<file path="src/rtl/eth_pkg.sv">
// eth_pkg: shared constants, address tables, FSM state codes and error codes
// for the Ethernet RX frame parser.
package eth_pkg;

  localparam int DATA_WIDTH = 32;

  // Address tables; a parser instance uses the first NUM_PORTS entries of each.
  localparam int ADDR_TABLE_SIZE = 2;
  localparam logic [31:0] PORT_ADDR [ADDR_TABLE_SIZE] = '{32'h0000_ABCD, 32'h0000_EFEF};
  localparam logic [31:0] IP_ADDR   [ADDR_TABLE_SIZE] = '{32'h0000_0123, 32'h0000_4567};

  // Reference CRC word used by the original fixed-format frames.
  localparam logic [31:0] CRC_DATA = 32'hDEAD_BEEF;

  // Parser states kept as plain constants so older code that compares raw
  // state values keeps working.
  typedef logic [1:0] state_e;
  localparam state_e ST_IDLE    = 2'd0;
  localparam state_e ST_SRC     = 2'd1;
  localparam state_e ST_PAYLOAD = 2'd2;
  localparam state_e ST_DROP    = 2'd3;

  typedef enum logic [2:0] {
    NONE      = 3'd0,
    BAD_DEST  = 3'd1,
    BAD_SRC   = 3'd2,
    RUNT      = 3'd3,
    OVERSIZE  = 3'd4,
    SOP_ABORT = 3'd5,
    OVERFLOW  = 3'd6
  } err_e;

endpackage

</file>
<file path="src/rtl/eth_rx_stats.sv">
// eth_rx_stats: pair of 16-bit saturating event counters for delivered and
// dropped frames. Only instantiated when ETH_RX_STATS_EN is defined.
module eth_rx_stats (
  input  logic        clk,
  input  logic        rstn,
  input  logic        good_inc,
  input  logic        drop_inc,
  output logic [15:0] stat_good,
  output logic [15:0] stat_drop
);

  // Count events, holding at all-ones rather than wrapping back to zero.
  always_ff @(posedge clk) begin
    if (!rstn) begin
      stat_good <= '0;
      stat_drop <= '0;
    end else begin
      if (good_inc && (stat_good != 16'hFFFF)) stat_good <= stat_good + 16'd1;
      if (drop_inc && (stat_drop != 16'hFFFF)) stat_drop <= stat_drop + 16'd1;
    end
  end

endmodule

</file>
<file path="src/rtl/eth_rx_parser.sv">
// eth_rx_parser: streaming RX frame parser (dest, src, 1..MAX payload words, CRC).
// Validates addresses, drops malformed frames with a one-cycle error code, and
// presents each good frame through a valid/ready holding register.
// Build macro: ETH_RX_STATS_EN enables the stat_good/stat_drop counters;
// without it both ports are tied to zero.
module eth_rx_parser
  import eth_pkg::*;
#(
  parameter int DATA_WIDTH        = eth_pkg::DATA_WIDTH,
  parameter int MAX_PAYLOAD_WORDS = 4,
  parameter int NUM_PORTS         = 2,
  localparam int LEN_W  = $clog2(MAX_PAYLOAD_WORDS + 1),
  localparam int PORT_W = (NUM_PORTS > 1) ? $clog2(NUM_PORTS) : 1
) (
  input  logic                                  clk,
  input  logic                                  rstn,
  input  logic                                  in_valid,
  input  logic [DATA_WIDTH-1:0]                 in_data,
  input  logic                                  insop,
  input  logic                                  ineop,
  output logic                                  out_valid,
  input  logic                                  out_ready,
  output logic [DATA_WIDTH-1:0]                 out_dest,
  output logic [DATA_WIDTH-1:0]                 out_src,
  output logic [MAX_PAYLOAD_WORDS*DATA_WIDTH-1:0] out_payload,
  output logic [LEN_W-1:0]                      out_len,
  output logic [DATA_WIDTH-1:0]                 out_crc,
  output logic [PORT_W-1:0]                     out_port,
  output logic                                  err_valid,
  output logic [2:0]                            err_code,
  output logic [15:0]                           stat_good,
  output logic [15:0]                           stat_drop
);

  state_e                                 state_q, state_d;
  logic [DATA_WIDTH-1:0]                  dest_q, src_q;
  logic [PORT_W-1:0]                      port_q;
  logic [LEN_W-1:0]                       count_q;
  logic [MAX_PAYLOAD_WORDS*DATA_WIDTH-1:0] pay_q;

  logic              dest_hit, src_hit;
  logic [PORT_W-1:0] port_hit;
  err_e              err_d;
  logic              err_hit;
  logic              latch_dest, latch_src, store_pay, complete, load_hold;

  // Look the current word up in both address tables; first matching port wins.
  always_comb begin
    dest_hit = 1'b0;
    src_hit  = 1'b0;
    port_hit = '0;
    for (int i = 0; i < NUM_PORTS; i++) begin
      if (!dest_hit && (in_data == DATA_WIDTH'(PORT_ADDR[i]))) begin
        dest_hit = 1'b1;
        port_hit = PORT_W'(i);
      end
      if (in_data == DATA_WIDTH'(IP_ADDR[i])) src_hit = 1'b1;
    end
  end

  // Next-state and per-word decisions. An sop word always restarts parsing as a
  // dest word; if it also aborts a live frame, SOP_ABORT is the error reported.
  always_comb begin
    state_d    = state_q;
    err_d      = NONE;
    latch_dest = 1'b0;
    latch_src  = 1'b0;
    store_pay  = 1'b0;
    complete   = 1'b0;
    if (in_valid) begin
      if (insop) begin
        if ((state_q == ST_SRC) || (state_q == ST_PAYLOAD)) err_d = SOP_ABORT;
        if (ineop) begin
          if (err_d == NONE) err_d = RUNT;
          state_d = ST_IDLE;
        end else if (!dest_hit) begin
          if (err_d == NONE) err_d = BAD_DEST;
          state_d = ST_DROP;
        end else begin
          latch_dest = 1'b1;
          state_d    = ST_SRC;
        end
      end else begin
        case (state_q)
          ST_SRC: begin
            if (ineop) begin
              err_d   = RUNT;
              state_d = ST_IDLE;
            end else if (!src_hit) begin
              err_d   = BAD_SRC;
              state_d = ST_DROP;
            end else begin
              latch_src = 1'b1;
              state_d   = ST_PAYLOAD;
            end
          end
          ST_PAYLOAD: begin
            if (ineop) begin
              if (count_q == '0) err_d = RUNT;
              else               complete = 1'b1;
              state_d = ST_IDLE;
            end else if (count_q == LEN_W'(MAX_PAYLOAD_WORDS)) begin
              err_d   = OVERSIZE;
              state_d = ST_DROP;
            end else begin
              store_pay = 1'b1;
            end
          end
          ST_DROP: begin
            if (ineop) state_d = ST_IDLE;
          end
          default: ;
        endcase
      end
    end
    if (complete && out_valid && !out_ready) err_d = OVERFLOW;
  end

  assign load_hold = complete && !(out_valid && !out_ready);
  assign err_hit   = (err_d != NONE);

  // Parser state and the working copy of the frame being assembled.
  always_ff @(posedge clk) begin
    if (!rstn) begin
      state_q <= ST_IDLE;
      dest_q  <= '0;
      src_q   <= '0;
      port_q  <= '0;
      count_q <= '0;
      pay_q   <= '0;
    end else begin
      state_q <= state_d;
      if (latch_dest) begin
        dest_q <= in_data;
        port_q <= port_hit;
      end
      if (latch_src) begin
        src_q   <= in_data;
        count_q <= '0;
        pay_q   <= '0;
      end
      if (store_pay) begin
        for (int i = 0; i < MAX_PAYLOAD_WORDS; i++)
          if (count_q == LEN_W'(i)) pay_q[i*DATA_WIDTH +: DATA_WIDTH] <= in_data;
        count_q <= count_q + 1'b1;
      end
    end
  end

  // Holding register toward the FIFO writer: loads on completion unless a
  // stalled frame is still waiting, clears out_valid on handshake.
  always_ff @(posedge clk) begin
    if (!rstn) begin
      out_valid   <= 1'b0;
      out_dest    <= '0;
      out_src     <= '0;
      out_payload <= '0;
      out_len     <= '0;
      out_crc     <= '0;
      out_port    <= '0;
    end else if (load_hold) begin
      out_valid   <= 1'b1;
      out_dest    <= dest_q;
      out_src     <= src_q;
      out_payload <= pay_q;
      out_len     <= count_q;
      out_crc     <= in_data;
      out_port    <= port_q;
    end else if (out_valid && out_ready) begin
      out_valid <= 1'b0;
    end
  end

  // Registered one-cycle error pulse for each dropped frame.
  always_ff @(posedge clk) begin
    if (!rstn) begin
      err_valid <= 1'b0;
      err_code  <= 3'd0;
    end else begin
      err_valid <= err_hit;
      err_code  <= err_d;
    end
  end

`ifdef ETH_RX_STATS_EN
  eth_rx_stats u_stats (
    .clk       (clk),
    .rstn      (rstn),
    .good_inc  (load_hold),
    .drop_inc  (err_hit),
    .stat_good (stat_good),
    .stat_drop (stat_drop)
  );
`else
  assign stat_good = '0;
  assign stat_drop = '0;
`endif

endmodule

</file>
<file path="config.mk">
export PLATFORM = sky130hd
export DESIGN_NAME = eth_rx_parser
export DESIGN_NICKNAME = d
export VERILOG_FILES = /design/src/rtl/eth_pkg.sv /design/src/rtl/eth_rx_stats.sv /design/src/rtl/eth_rx_parser.sv
export SDC_FILE = /design/constraint.sdc
export NUM_CORES = 1
export LEC_CHECK = 0
export CORE_MARGIN = 1.5
export CORE_UTILIZATION = 40
export CTS_BUF_LIST = sky130_fd_sc_hd__clkbuf_8
export DETAILED_ROUTE_END_ITERATION = 16
export PLACE_DENSITY = 0.64
export REMOVE_ABC_BUFFERS = 1
export SETUP_SLACK_MARGIN = 0.3
export SLEW_MARGIN = 40
export SYNTH_ARGS = -nofsm -noshare
export SYNTH_HDL_FRONTEND = slang
export SYNTH_SLANG_ARGS = --single-unit
</file>
<file path="constraint.sdc">
create_clock -name clk -period 2.7 [get_ports clk]
set_input_delay 0.405 -clock clk [delete_from_list [all_inputs] [get_ports clk]]
set_output_delay 0.405 -clock clk [all_outputs]
set_load 0.005 [all_outputs]
</file>
**Yosys cells after proc, flatten, opt, wreduce, memory -nomap -nowiden**

Index checks and enable logic that the tools add are counted.
Widths: inputs -> output; s select.

- Equality and inequality tests: 13
- Muxes and demuxes: 59
- Reduce and logical (&&, ||, !) cells: 17
- $add $sub $neg: 1

Operator list:

| operator | number |
|---|---|
| $mux 128 | 2 |
| $mux 32 | 4 |
| $eq 32x16->1 const B | 2 |
| $mux 3 | 14 |
| $eq 32x15->1 const B | 1 |
| $eq 32x9->1 const B | 1 |
| $mux 1 | 27 |
| $mux 2 | 10 |
| $eq 3x2->1 const B | 2 |
| $logic_and 1x1->1 | 6 |
| $logic_not 3->1 | 2 |
| $pmux 2 s3 | 1 |
| $pmux 3 s2 | 1 |
| $eq 2x2->1 const B | 2 |
| $ne 4x3->1 const B | 1 |
| $reduce_and 4->1 | 1 |
| $reduce_bool 2->1 | 2 |
| $reduce_bool 4->1 | 1 |
| $add 3x1->3 const B | 1 |
| $eq 3x1->1 const B | 1 |
| $eq 3x3->1 const B | 1 |
| $logic_not 1->1 | 3 |
| $ne 3x3->1 const B | 1 |
| $reduce_bool 3->1 | 1 |
| 2 further kinds | 2 |

- Flip-flop bits (word level): 431
- Output and inout bits: 265
- Input bits: 38

**Longest topological paths before layout**

Gate-level depths: netlist of the first run.

- Word-level depth: 13
- Depth in mapped cells: 9
- Mapped depth without buffers: 7

**Worst setup path after synthesis of the first run**

No wires, ideal clock.

- Path type: input-to-reg
- Start point: input in_data[2]
- End point: register src_q[3]
- Stages: 7
- Library setup time: 0.116 ns
- Path buffers: 3
- Slack: 0.483 ns
- Arrival: 2.102 ns
- Cells stage by stage: buf_2 > or4_4 > a2111oi_4 > nand4_2 > buf_4 > buf_6 > and3_1

- Cells in the longest elaborated chain, start to end: 8

RTL lines:

| item | line | RTL |
|---|---|---|
| start, declared | eth_rx_parser.sv:18 | `input logic [DATA_WIDTH-1:0] in_data,` |
| $eq 32x9->1 | eth_rx_parser.sv:57 | `if (in_data == DATA_WIDTH'(IP_ADDR[i])) src_hit = 1'b1;` |
| $mux 1 | eth_rx_parser.sv:57 |  |
| $mux 1 * | eth_rx_parser.sv:57 |  |
| $mux 1 * | eth_rx_parser.sv:89 | `end else if (!src_hit) begin` |
| $mux 1 * | eth_rx_parser.sv:86 | `if (ineop) begin` |
| $mux 1 * | eth_rx_parser.sv:84 | `case (state_q)` |
| $mux 1 * | eth_rx_parser.sv:71 | `if (insop) begin` |
| $mux 1 * | eth_rx_parser.sv:70 | `if (in_valid) begin` |
| end signal, assigned | eth_rx_parser.sv:138 | `src_q <= in_data;` |
| end, declared | eth_rx_parser.sv:36 | `logic [DATA_WIDTH-1:0] dest_q, src_q;` |

Every way passes the cells marked *; elsewhere a longest branch is shown, timed or not.
A chain may end at the register's enable or synchronous reset.

**Worst setup path after layout of the first run**

- Start point: input in_data[30]
- End point: register dest_q[13]

- Cells in the longest elaborated chain, start to end: 9

RTL lines:

| item | line | RTL |
|---|---|---|
| $eq 32x16->1 | eth_rx_parser.sv:53 | `if (!dest_hit && (in_data == DATA_WIDTH'(PORT_ADDR[i]))) begin` |
| $mux 1 | eth_rx_parser.sv:53 |  |
| $logic_not 1->1 | eth_rx_parser.sv:53 |  |
| $logic_and 1x1->1 | eth_rx_parser.sv:53 |  |
| $mux 1 * | eth_rx_parser.sv:53 |  |
| $mux 1 * | eth_rx_parser.sv:76 | `end else if (!dest_hit) begin` |
| $mux 1 * | eth_rx_parser.sv:73 | `if (ineop) begin` |
| $mux 1 * | eth_rx_parser.sv:71 |  |
| $mux 1 * | eth_rx_parser.sv:70 |  |
| end signal, assigned | eth_rx_parser.sv:134 | `dest_q <= in_data;` |
| end, declared | eth_rx_parser.sv:36 |  |

Marks and branches as above.

==> results of run 1 <==
## stage by stage
| stage | total power (W) | setup WS (ps) | setup TNS, ps | instance area, um2 |
|---|---|---|---|---|
| floorplan | 0.00667 | -6160 | -1609800 | 15500 |
| global placement | 0.00696 | -381 | -4650 | 19800 |
| detailed placement | 0.00696 | -353 | -4080 | 19800 |
| CTS | 0.0130 | 385 | 0 | 21300 |
| global route | 0.0133 | 310 | 0 | 21400 |
| finish | 0.0128 | 427 | 0 | 21400 |
## cell usage in the layout, fill, tap and decap left out, types with 3 or more instances in the layout
| cell | synthesis | routed |
|---|---|---|
| sky130_fd_sc_hd__nand2_2 | 0 | 4 |
| sky130_fd_sc_hd__a21boi_1 | 98 | 98 |
| sky130_fd_sc_hd__clkbuf_8 | 0 | 94 |
| sky130_fd_sc_hd__nand2b_1 | 5 | 4 |
| sky130_fd_sc_hd__nor2_1 | 7 | 7 |
| sky130_fd_sc_hd__nand2_1 | 604 | 600 |
| sky130_fd_sc_hd__buf_12 | 0 | 17 |
| sky130_fd_sc_hd__inv_6 | 0 | 3 |
| sky130_fd_sc_hd__inv_1 | 11 | 28 |
| sky130_fd_sc_hd__dfxtp_1 | 431 | 429 |
| sky130_fd_sc_hd__buf_4 | 33 | 73 |
| sky130_fd_sc_hd__and4_1 | 3 | 3 |
| sky130_fd_sc_hd__and2_2 | 0 | 4 |
| sky130_fd_sc_hd__o21a_1 | 15 | 15 |
| sky130_fd_sc_hd__or4_1 | 3 | 3 |
| sky130_fd_sc_hd__mux2i_1 | 4 | 4 |
| sky130_fd_sc_hd__ha_1 | 8 | 7 |
| sky130_fd_sc_hd__conb_1 | 1 | 32 |
| sky130_fd_sc_hd__a21boi_0 | 264 | 264 |
| sky130_fd_sc_hd__nor3_1 | 5 | 5 |
| sky130_fd_sc_hd__clkdlybuf4s50_1 | 0 | 269 |
| sky130_fd_sc_hd__nor2b_1 | 10 | 9 |
| sky130_fd_sc_hd__nand4_1 | 4 | 4 |
| sky130_fd_sc_hd__clkinv_2 | 0 | 13 |
| sky130_fd_sc_hd__nand3_1 | 135 | 135 |
| sky130_fd_sc_hd__nor4_1 | 9 | 8 |
| sky130_fd_sc_hd__and3_1 | 45 | 45 |
## cells by family (layout without fill, tap and decap cells)
logic type | Yosys count | in the layout
flip-flops | 431 | 431
AO/OA/AOI/OAI | 396 | 396
buffers and inverters | 201 | 502
adder cells (fa/ha/maj) | 8 | 8
other | 1 | 32
AND/OR/NAND/NOR | 843 | 843
multiplexers | 4 | 4
## per-layer routing
metal	wire length, um	global-route usage, %	vias up
met5	13	0	-
met4	833	7.04	2
met3	2580	4.24	78
met2	22000	35.1	355
met1	21000	28.7	6508
li1	-	-	6742
## power breakdown
group | internal, W | leakage (nW) | switching [W] | total [W]
sequential | 0.00637 | 3.47 | 0.00000775 | 0.00638
combinational | 0.000207 | 3.23 | 0.000239 | 0.000445
clock | 0.00333 | 0.859 | 0.00266 | 0.00599
total | 0.00991 | 7.56 | 0.00290 | 0.0128
## layout make-up
class / instances / area, um2 / share of cell area [%]
flip-flops and latches: 431 / 8630 / 40.4
well taps: 525 / 657 / 3.07
repair buffers: 361 / 3620 / 16.9
multi-input cells: 1283 / 6920 / 32.4
clock buffers: 94 / 1290 / 6.05
inverters: 11 / 41.3 / 0.193
clock inverters: 36 / 223 / 1.04
## critical path, cell delays in order
cell and delay (ps):
sky130_fd_sc_hd__clkdlybuf4s50_1 600, sky130_fd_sc_hd__nor4_2 350, sky130_fd_sc_hd__buf_4 190, sky130_fd_sc_hd__nand3_1 190
sky130_fd_sc_hd__a2111oi_2 440, sky130_fd_sc_hd__buf_4 190, sky130_fd_sc_hd__and3_1 220, sky130_fd_sc_hd__buf_12 140
sky130_fd_sc_hd__o21a_1 100
## what timing repair did
action                                 in CTS  in global routing
gates cloned                                0                  1
endpoints found under the hold margin       0                  0
hold buffers                                0                  0
setup buffers                               0                  2
gates resized for setup                     1                  8
setup endpoints to repair                   8                137
## flip-flops by register name, indices dropped and copies added, names as in the netlist
signal	flops
out_len	3
out_src	32
src_q	32
out_crc	32
dest_q	32
out_dest	32
state_q	2
port_q	1
count_q	3
out_valid	1
err_code	3
out_port	1
pay_q	128
out_payload	128
err_valid	1
## final timing paths
kind                      startpoint                      endpoint  slack (ps)  cells past startpoint
min                             rstn         src_q[5]$_SDFFE_PN0P_         150                      2
min reg2reg      pay_q[2]$_SDFF_PN0_   out_payload[2]$_SDFFE_PN0P_         460                      2
max                      in_data[30]       dest_q[13]$_SDFFE_PN0P_         430                      9
max reg2reg  state_q[1]$_SDFFE_PN0P_  out_payload[31]$_SDFFE_PN0P_         490                      7
==> run summary, run 1 <==
First-pass GRT wire length: 71600 um
Proportion of layout cells with a drive suffix above 1: 10.2%
Remaining Overflow, GRT: 0
Number of pins with negative max-slew slack in the final report: 0
Power density of the placed cells: 599 nW/um2
Total routed wirelength: 46300 um
Number of different library cells in the post-synthesis netlist: 49
Vias in the first global route: 13040
Clk_lat worst skew: 630 ps
Overall track demand over capacity in global routing: 21.6%
Maximum fanout along the worst path: 10
Maximum number of pins on one net before global-route repair: 200
Skew final: 23.4 ps
Adder and majority gate portion of the synthesized area: 0.611%
Data arrival at the endpoint of the critical path: 2840 ps
Layout area overhead: 30.5%
Crit Path Class: primary input to register
# DRC: 0
Placed Cells: 2608
Overall die height: 205 um
Worst Setup End Kind: register
DR vias: 13685
TritonCTS clock tree: yes
Maximum number of buffers from clock root to sink: 3
Final period utilization: 84.2%
Tightest hold margin: 145 ps
CTS buffer count: 75
Actual slew at the worst max-slew pin: 709 ps
Reg clk slew, reported paths: 60 ps
Most used flip-flop cell after synthesis: sky130_fd_sc_hd__dfxtp_1
Core region area: 40100 um2
Top-count cell post-synth: sky130_fd_sc_hd__nand2_1
Filler instances: 3709
Fraction of synthesized area in multiplexers: 0.244%
DIE AREA: 42200 um2
Synthesized-area fraction occupied by ao, oa, aoi and oai cells: 18.4%
Antenna violations before repair: 1
Post-synthesis cell type with the largest combined area: sky130_fd_sc_hd__dfxtp_1
Unrepaired setup endpoints after global routing: false
Post-Route Utilization: 53.3%
Average size of a mapped cell: 8.70 um2
Min cycle time layout: 2270 ps
VDD IR-drop max: 322 uV
LEAKAGE: 7.56 nW
Final setup vio count: 0
Filler-free cell count of the finished design: 2741
Synth Register Bits: 431
Hold Path Class: primary input to register
MaxCap Viol Count: 0
Number of clock sinks seen by CTS: 431
Peak Freq: 440 MHz
Synth Warn #: 0
Xor-xnor portion of the synthesized cell area: 0%
Top cell types by occurrence after synthesis: sky130_fd_sc_hd__nand2_1, sky130_fd_sc_hd__dfxtp_1, sky130_fd_sc_hd__a21boi_0
Number of nets with antenna violations after detailed routing: 0
Final hold vios: 0
Number of I/O port buffers: 270
Cell area after technology mapping: 16400 um2
Average routed wire per standard cell: 16.9 um
Sequential share of the synthesized area: 52.6%
Deepest level of the CTS H-tree: 3
FFs w/ async S/R, synth: 0%
Fin nets: 2209
Chip Width: 205 um
Instance count of the mapped netlist: 1884
Row count: 73
Slew margin rel.: 52.7%
Startpoint Class: primary input
Drt via density: 4.99
First-pass DRT Iterations: 5
Post-Synth Simple-Gate Area: 22.0%
Proportion of netlist area held by the largest area contributor: 52.6%
Cells taking the most area after synthesis: sky130_fd_sc_hd__dfxtp_1, sky130_fd_sc_hd__nand2_1, sky130_fd_sc_hd__a21boi_0, sky130_fd_sc_hd__a21boi_1, sky130_fd_sc_hd__nand3_1
Half-perimeter wire length of the detailed placement result: 29300 um
Boundary pin count: 303
Endpoint required time on the critical path: 3260 ps
DRC marker count from the first detailed-route iteration: 834
Placer Congestion: 0.781
Root buffer cell: sky130_fd_sc_hd__clkbuf_8
Number of flops mapped to enable cells by yosys: 0
Initial core utilization: 40.9%
Status: complete, no violations
Count of inserted antenna diode cells: 0
Largest family of logic cells by synthesized area: simple AND/OR/NAND/NOR gates
(Power assumes the default switching activity.)
==> run 2, diff against run 1 <==
==> constraint.sdc (replaced) <==
create_clock -name clk -period 2.3 [get_ports clk]
set_input_delay 0.345 -clock clk [delete_from_list [all_inputs] [get_ports clk]]
set_output_delay 0.345 -clock clk [all_outputs]
set_load 0.005 [all_outputs]
==> run 2 against run 1 <==
Effect of this change: via count is 2.5% higher; wire length up 6.8%; worst setup slack got worse by 140 ps; flip-flop and latch count stayed put; final area is 4.0% higher; final cell count up 1.3%; first-iteration DRC count is 0.48% lower; clock power is 7.5% higher; power increased by 13%.
==> run summary, run 2 (synthesis results as in run 1) <==
Endpoint required time on the critical path: 2770 ps (-490 ps)
Maximum number of pins on one net before global-route repair: 199 (-0.50%)
Leading cell types in the layout, fill and taps excluded: sky130_fd_sc_hd__nand2_1, sky130_fd_sc_hd__dfxtp_1, sky130_fd_sc_hd__clkdlybuf4s50_1
Post-route cell area: 22200 um2 (+4.0%)
Initial core utilization: 40.9% (unchanged)
TritonCTS clock tree: yes
MaxCap Viol Count: 0 (unchanged)
Final setup vio count: 0 (unchanged)
M3 GR Usage: 4.58% (+0.33 points)
Layer with the highest usage: met2
Half-perimeter wire length of the detailed placement result: 29700 um (+1.3%)
Area of all sequential standard cells: 8640 um2 (about the same)
Area occupied by multi-input gates: 7040 um2 (+1.6%)
DRC marker count from the first detailed-route iteration: 830 (-0.48%)
Boundary pin count: 303 (unchanged)
# DRC: 0 (unchanged)
Overall die height: 205 um (unchanged)
Min cycle time layout: 2010 ps
Master of the slowest instance on the critical path: sky130_fd_sc_hd__clkdlybuf4s50_1
Peak Freq: 498 MHz
Filler-free cell count of the finished design: 2776 (+1.3%)
Hold Path Class: primary input to register
Status: complete, no violations
Overall track demand over capacity in global routing: 21.9% (+0.34 points)
Number of pins with negative max-slew slack in the final report: 0 (unchanged)
Worst Setup End Kind: register
Core region area: 40100 um2 (unchanged)
Reg clk slew, reported paths: 60 ps (about the same)
Power density of the placed cells: 651 nW/um2 (+8.7%)
Startpoint Class: primary input
Proportion of layout cells with a drive suffix above 1: 12.0% (+1.9 points)
Drt via density: 5.05 (+1.2%)
Root buffer cell: sky130_fd_sc_hd__clkbuf_8
LEAKAGE: 8.03 nW (+6.2%)
Antenna violations before repair: 1 (unchanged)
Maximum number of buffers from clock root to sink: 3 (unchanged)
Layout area overhead: 35.7%
Placed Cells: 2629 (+0.81%)
Global Route met1 Usage: 29.6% (+0.87 points)
Leading registers by flop count: out_payload (128), pay_q (128)
Crit Path Class: primary input to register
Deepest level of the CTS H-tree: 3 (unchanged)
Delay contributed by the slowest stage of the critical path: 510 ps (-90 ps)
Number of nets with antenna violations after detailed routing: 0 (unchanged)
Remaining Overflow, GRT: 0 (unchanged)
Chip Width: 205 um (unchanged)
VDD IR-drop max: 444 uV (+38%)
Data arrival at the endpoint of the critical path: 2480 ps (-360 ps)
Vias in the first global route: 13142 (+0.78%)
Final period utilization: 87.4%
Number of clock sinks seen by CTS: 431 (unchanged)
First-pass GRT wire length: 72700 um (+1.5%)
Total routed wirelength: 49500 um (+6.8%)
Met2 Resource Use GR: 34.8% (-0.28 points)
Slew margin rel.: 50.0% (-2.8 points)
Crit-path cells: clkdlybuf4s50_1, nor4_2, buf_4, and4_1, buf_4, nand4_4, clkbuf_16, clkbuf_16, nand3_1, a21boi_0
Unrepaired setup endpoints after global routing: true
Most common cell after layout, fill and taps aside: sky130_fd_sc_hd__nand2_1
DIE AREA: 42200 um2 (unchanged)
Average routed wire per standard cell: 17.8 um (+5.5%)
Final hold vios: 0 (unchanged)
Filler instances: 3708 (-0.027%)
Maximum fanout along the worst path: 13 (+3)
Row count: 73 (unchanged)
CTS buffer count: 71 (-5.3%)
Total placed instance area: 20200 um2 (+1.7%)
DR vias: 14024 (+2.5%)
Number of I/O port buffers: 270 (unchanged)
First-pass DRT Iterations: 5 (unchanged)
Clk_lat worst skew: 610 ps (-20 ps)
Placer Congestion: 0.813 (+4.0%)
Skew final: 18.0 ps (-5.41 ps)
Fin nets: 2247 (+1.7%)
Actual slew at the worst max-slew pin: 751 ps (+41.6 ps)
run 2: cell count changes in the layout (fill, tap and decap cells not counted), moves of 4 or more:
cell	delta
sky130_fd_sc_hd__clkbuf_8	-6
sky130_fd_sc_hd__clkinv_2	-10
sky130_fd_sc_hd__dlymetal6s2s_1	+5
sky130_fd_sc_hd__clkdlybuf4s50_1	-6
sky130_fd_sc_hd__buf_4	-4
sky130_fd_sc_hd__buf_12	+12
sky130_fd_sc_hd__a21boi_0	-59
sky130_fd_sc_hd__buf_6	+12
sky130_fd_sc_hd__a21boi_1	+57
sky130_fd_sc_hd__clkbuf_16	+12
sky130_fd_sc_hd__buf_16	+7
sky130_fd_sc_hd__inv_1	+5
run 2: through the flow:
| stage | setup WS, ps | total power, W | TNS, ps | util (%) | hold WS, ps |
|---|---|---|---|---|---|
| 2_1_floorplan | -6560 | 0.00783 | -1754720 | - | 436 |
| 3_3_place_gp | -584 | 0.00818 | -68350 | 50.3 | 444 |
| 3_5_place_dp | -518 | 0.00819 | -67460 | 50.3 | 448 |
| 4_1_cts | 249 | 0.0146 | 0 | 54.1 | 24.2 |
| 5_1_grt | 254 | 0.0151 | 0 | 55.5 | 42.6 |
| 6_report | 290 | 0.0145 | 0 | 55.5 | 66.1 |
run 2: final timing paths:
kind,to,cells past startpoint,startpoint,slack [ps]
worst max-delay path,pay_q[105]$_SDFF_PN0_,10,in_data[27],290
worst min register to register,out_payload[83]$_SDFFE_PN0P_,2,pay_q[83]$_SDFF_PN0_,440
worst min-delay path,count_q[0]$_SDFFE_PN0P_,2,rstn,70
worst max register to register,out_payload[54]$_SDFFE_PN0P_,10,count_q[1]$_SDFFE_PN0P_,340
run 2: what timing repair did:
item / in CTS / in global routing
endpoints found under the hold margin: 0 / 0
setup endpoints to repair: 351 / 394
pin swaps: 4 / 10
gates cloned: 2 / 16
gates resized for setup: 35 / 88
hold buffers: 0 / 0
setup buffers: 5 / 1
run 2: area by class of cell:
class / count / area share (%)
antenna: 2 / 0.0225
clock buffer: 88 / 5.44
clock inverter: 33 / 0.641
inverter: 11 / 0.197
multi-input combinational: 1283 / 31.6
sequential: 431 / 38.8
tap: 525 / 2.95
timing repair buffer: 403 / 20.3
run 2: critical path: cells and delay by family:
kind	cells	cell delay (ps)
compound gates	1	100
buf+inv	5	1230
simple gates	4	810
run 2: report_power, final:
part | internal [W] | total (W) | switching [W] | leakage (nW)
clock | 0.00343 | 0.00644 | 0.00301 | 0.784
sequential | 0.00748 | 0.00749 | 0.0000111 | 3.47
combinational | 0.000267 | 0.000553 | 0.000286 | 3.77
run 2: layer usage:
| layer | share of wire, % | vias up |
|---|---|---|
| met5 | 0 | - |
| met4 | 1.6 | 0 |
| met3 | 6.0 | 58 |
| met2 | 47 | 429 |
| met1 | 45 | 6726 |
| li1 | - | 6811 |
==> run 3, diff against run 2 <==
--- a/config.mk
+++ b/config.mk
@@ -9,7 +9,7 @@
 export CORE_UTILIZATION = 40
 export CTS_BUF_LIST = sky130_fd_sc_hd__clkbuf_8
 export DETAILED_ROUTE_END_ITERATION = 16
-export PLACE_DENSITY = 0.64
+export PLACE_DENSITY = 0.71
 export REMOVE_ABC_BUFFERS = 1
 export SETUP_SLACK_MARGIN = 0.3
 export SLEW_MARGIN = 40
==> run 3 against run 2 <==
Effect of this change: first-iteration DRC count increased by 0.84%; fmax decreased by 4.0%; power increased by 3.9%; combinational power increased by 3%; clock-buffer cell count increased by 5; die area unchanged; global-route usage increased by 0.49 points; critical path depth increased by 1; worst setup slack got worse by 83 ps; clock power increased by 8.7%.
==> run summary, run 3 (synthesis results as in run 1) <==
Filler instances: 3523 (-5.0%)
Proportion of layout cells with a drive suffix above 1: 15.3% (+3.2 points)
Switching part of the total: 22.9% (+0.057 points)
Placer Congestion: 0.787 (-3.2%)
Skew final: 22.2 ps (+4.18 ps)
Number of clock sinks seen by CTS: 431 (unchanged)
CP startpoint: count_q[0]$_SDFFE_PN0P_
Status: complete, no violations
Worst Setup End Kind: register
Number of pins with negative max-slew slack in the final report: 0 (unchanged)
Maximum number of buffers from clock root to sink: 3 (unchanged)
# DRC: 0 (unchanged)
Startpoint Class: register
First-pass DRT Iterations: 7 (+2)
Number of I/O port buffers: 270 (unchanged)
Reg clk slew, reported paths: 60 ps (about the same)
Clk_lat worst skew: 610 ps (about the same)
Peak Freq: 478 MHz (-4.0%)
Actual slew at the worst max-slew pin: 583 ps (-168 ps)
Vias in the first global route: 13698 (+4.2%)
Most common cell after layout, fill and taps aside: sky130_fd_sc_hd__nand2_1
Remaining Overflow, GRT: 0 (unchanged)
Boundary pin count: 303 (unchanged)
Min cycle time layout: 2090 ps (+83.0 ps)
Initial core utilization: 40.9% (unchanged)
Share of total power in the clock network: 46.5% (+2.0 points)
Worst setup margin: 207 ps (-83.0 ps)
Average routed wire per standard cell: 19.0 um (+6.7%)
Total placed instance area: 20100 um2 (-0.55%)
Hold Path Class: primary input to register
Placement-stage worst setup slack: -580 ps (-62.0 ps)
Layout area overhead: 40.7%
CTS buffer count: 74 (+4.2%)
TritonCTS clock tree: yes
Data arrival at the endpoint of the critical path: 2590 ps (+110 ps)
Root buffer cell: sky130_fd_sc_hd__clkbuf_8
Sequential Power Share: 49.8% (-1.9 points)
Maximum fanout along the worst path: 13 (unchanged)
Startpoint of the lowest-slack hold path: rstn
First-pass GRT wire length: 74300 um (+2.3%)
Critical R2R Launch: count_q[0]$_SDFFE_PN0P_
Power density of the placed cells: 653 nW/um2 (+0.23%)
Final hold vios: 0 (unchanged)
Total routed wirelength: 53700 um (+8.4%)
Half-perimeter wire length of the detailed placement result: 29400 um (-0.99%)
DR vias: 14579 (+4.0%)
Chip Width: 205 um (unchanged)
Overall die height: 205 um (unchanged)
Leading registers by flop count: out_payload (128), pay_q (128)
Crit Path Class: register to register
Row count: 73 (unchanged)
Overall track demand over capacity in global routing: 22.4% (+0.49 points)
LEAKAGE: 8.64 nW (+7.6%)
Final setup vio count: 0 (unchanged)
VDD IR-drop max: 332 uV (-25%)
Internal power contribution: 0.0116 W (+3.9%)
Leading cell types in the layout, fill and taps excluded: sky130_fd_sc_hd__nand2_1, sky130_fd_sc_hd__dfxtp_1, sky130_fd_sc_hd__clkdlybuf4s50_1
Reported net switching power: 0.00345 W (+4.2%)
Core region area: 40100 um2 (unchanged)
Post-route cell area: 23100 um2 (+3.7%)
MaxCap Viol Count: 0 (unchanged)
Unrepaired setup endpoints after global routing: true
Drt via density: 5.17 (+2.3%)
Deepest level of the CTS H-tree: 3 (unchanged)
Slew margin rel.: 60.8% (+11 points)
Gate power share: 3.8% (about the same)
Antenna violations before repair: 2 (+1)
Final period utilization: 91.0% (+3.6 points)
Endpoint required time on the critical path: 2800 ps (+30 ps)
Fin nets: 2285 (+1.7%)
Maximum number of pins on one net before global-route repair: 152 (-24%)
DIE AREA: 42200 um2 (unchanged)
DRC marker count from the first detailed-route iteration: 837 (+0.84%)
Number of nets with antenna violations after detailed routing: 0 (unchanged)
run 3: cell types whose count changed in the layout (fill, tap and decap cells not counted), moves of 5 or more:
cell and delta:
sky130_fd_sc_hd__clkbuf_8 +5, sky130_fd_sc_hd__a21boi_1 +11, sky130_fd_sc_hd__clkdlybuf4s50_1 -7, sky130_fd_sc_hd__dlymetal6s2s_1 +7, sky130_fd_sc_hd__a21boi_0 -22, sky130_fd_sc_hd__clkinv_2 +11, sky130_fd_sc_hd__a21boi_2 +11, sky130_fd_sc_hd__nand2_1 -12
sky130_fd_sc_hd__clkbuf_16 +6, sky130_fd_sc_hd__nand2_4 +11, sky130_fd_sc_hd__inv_1 -5, sky130_fd_sc_hd__buf_6 +7, sky130_fd_sc_hd__buf_4 +15
run 3: through the flow:
stage	instances	total power [W]	TNS [ps]	hold slack, ps	utilization [%]
final	2820	0.0151	0	138	57.5
after global routing	2820	0.0156	0	130	57.5
after CTS	2779	0.0152	0	93.0	54.9
after detailed placement	2626	0.00818	-69430	450	50.0
after global placement	2626	0.00817	-66110	446	50.0
after floorplan	1725	0.00783	-1754720	436	-
run 3: worst max-delay path, stage by stage, from the launching register on:
cell and delay, ps:
sky130_fd_sc_hd__dfxtp_2 340, sky130_fd_sc_hd__inv_2 50, sky130_fd_sc_hd__ha_4 150, sky130_fd_sc_hd__nor2b_4 120, sky130_fd_sc_hd__or3_4 360, sky130_fd_sc_hd__buf_4 150
sky130_fd_sc_hd__nand2b_4 150, sky130_fd_sc_hd__buf_12 190, sky130_fd_sc_hd__buf_4 170, sky130_fd_sc_hd__buf_6 140, sky130_fd_sc_hd__nand2_1 60, sky130_fd_sc_hd__a21boi_0 70
run 3: routing by layer:
layer,global-route usage [%],wire (um),vias to the layer above
li1,-,-,6905
met1,29.4,23100,7036
met2,36.0,25500,535
met3,4.26,3470,101
met4,9.49,1550,2
met5,0,10,-
run 3: worst paths after layout:
check | end | slack [ps] | depth (start not counted)
setup / recovery | out_payload[95]$_SDFFE_PN0P_ | 210 | 11
hold / removal | dest_q[2]$_SDFFE_PN0P_ | 140 | 2
setup reg to reg | out_payload[95]$_SDFFE_PN0P_ | 210 | 11
hold reg to reg | out_payload[18]$_SDFFE_PN0P_ | 450 | 2
run 3: area by class of cell:
type,count,area [um2],area share [%]
Multi-Input combinational cell,1283,7200,31.2
Clock buffer,93,1280,5.55
Timing Repair Buffer,438,5040,21.8
Clock inverter,38,216,0.938
Inverter,11,41.3,0.179
Antenna cell,1,2.50,0.0108
Sequential cell,431,8640,37.4
Tap cell,525,657,2.85
run 3: power groups by stage:
stage | Clock (W) | Sequential, W | Combinational [W]
final | 0.00700 | 0.00749 | 0.000567
after global routing | 0.00748 | 0.00749 | 0.000602
after CTS | 0.00715 | 0.00749 | 0.000543
after detailed placement | 0 | 0.00765 | 0.000527
after global placement | 0 | 0.00765 | 0.000519
after floorplan | 0 | 0.00765 | 0.000173
run 3: timing repair:
action	in CTS	in global routing
gates resized for setup	60	145
pin swaps	2	35
hold buffers	0	0
setup buffers	16	9
endpoints found under the setup margin	382	407
cloned	6	31
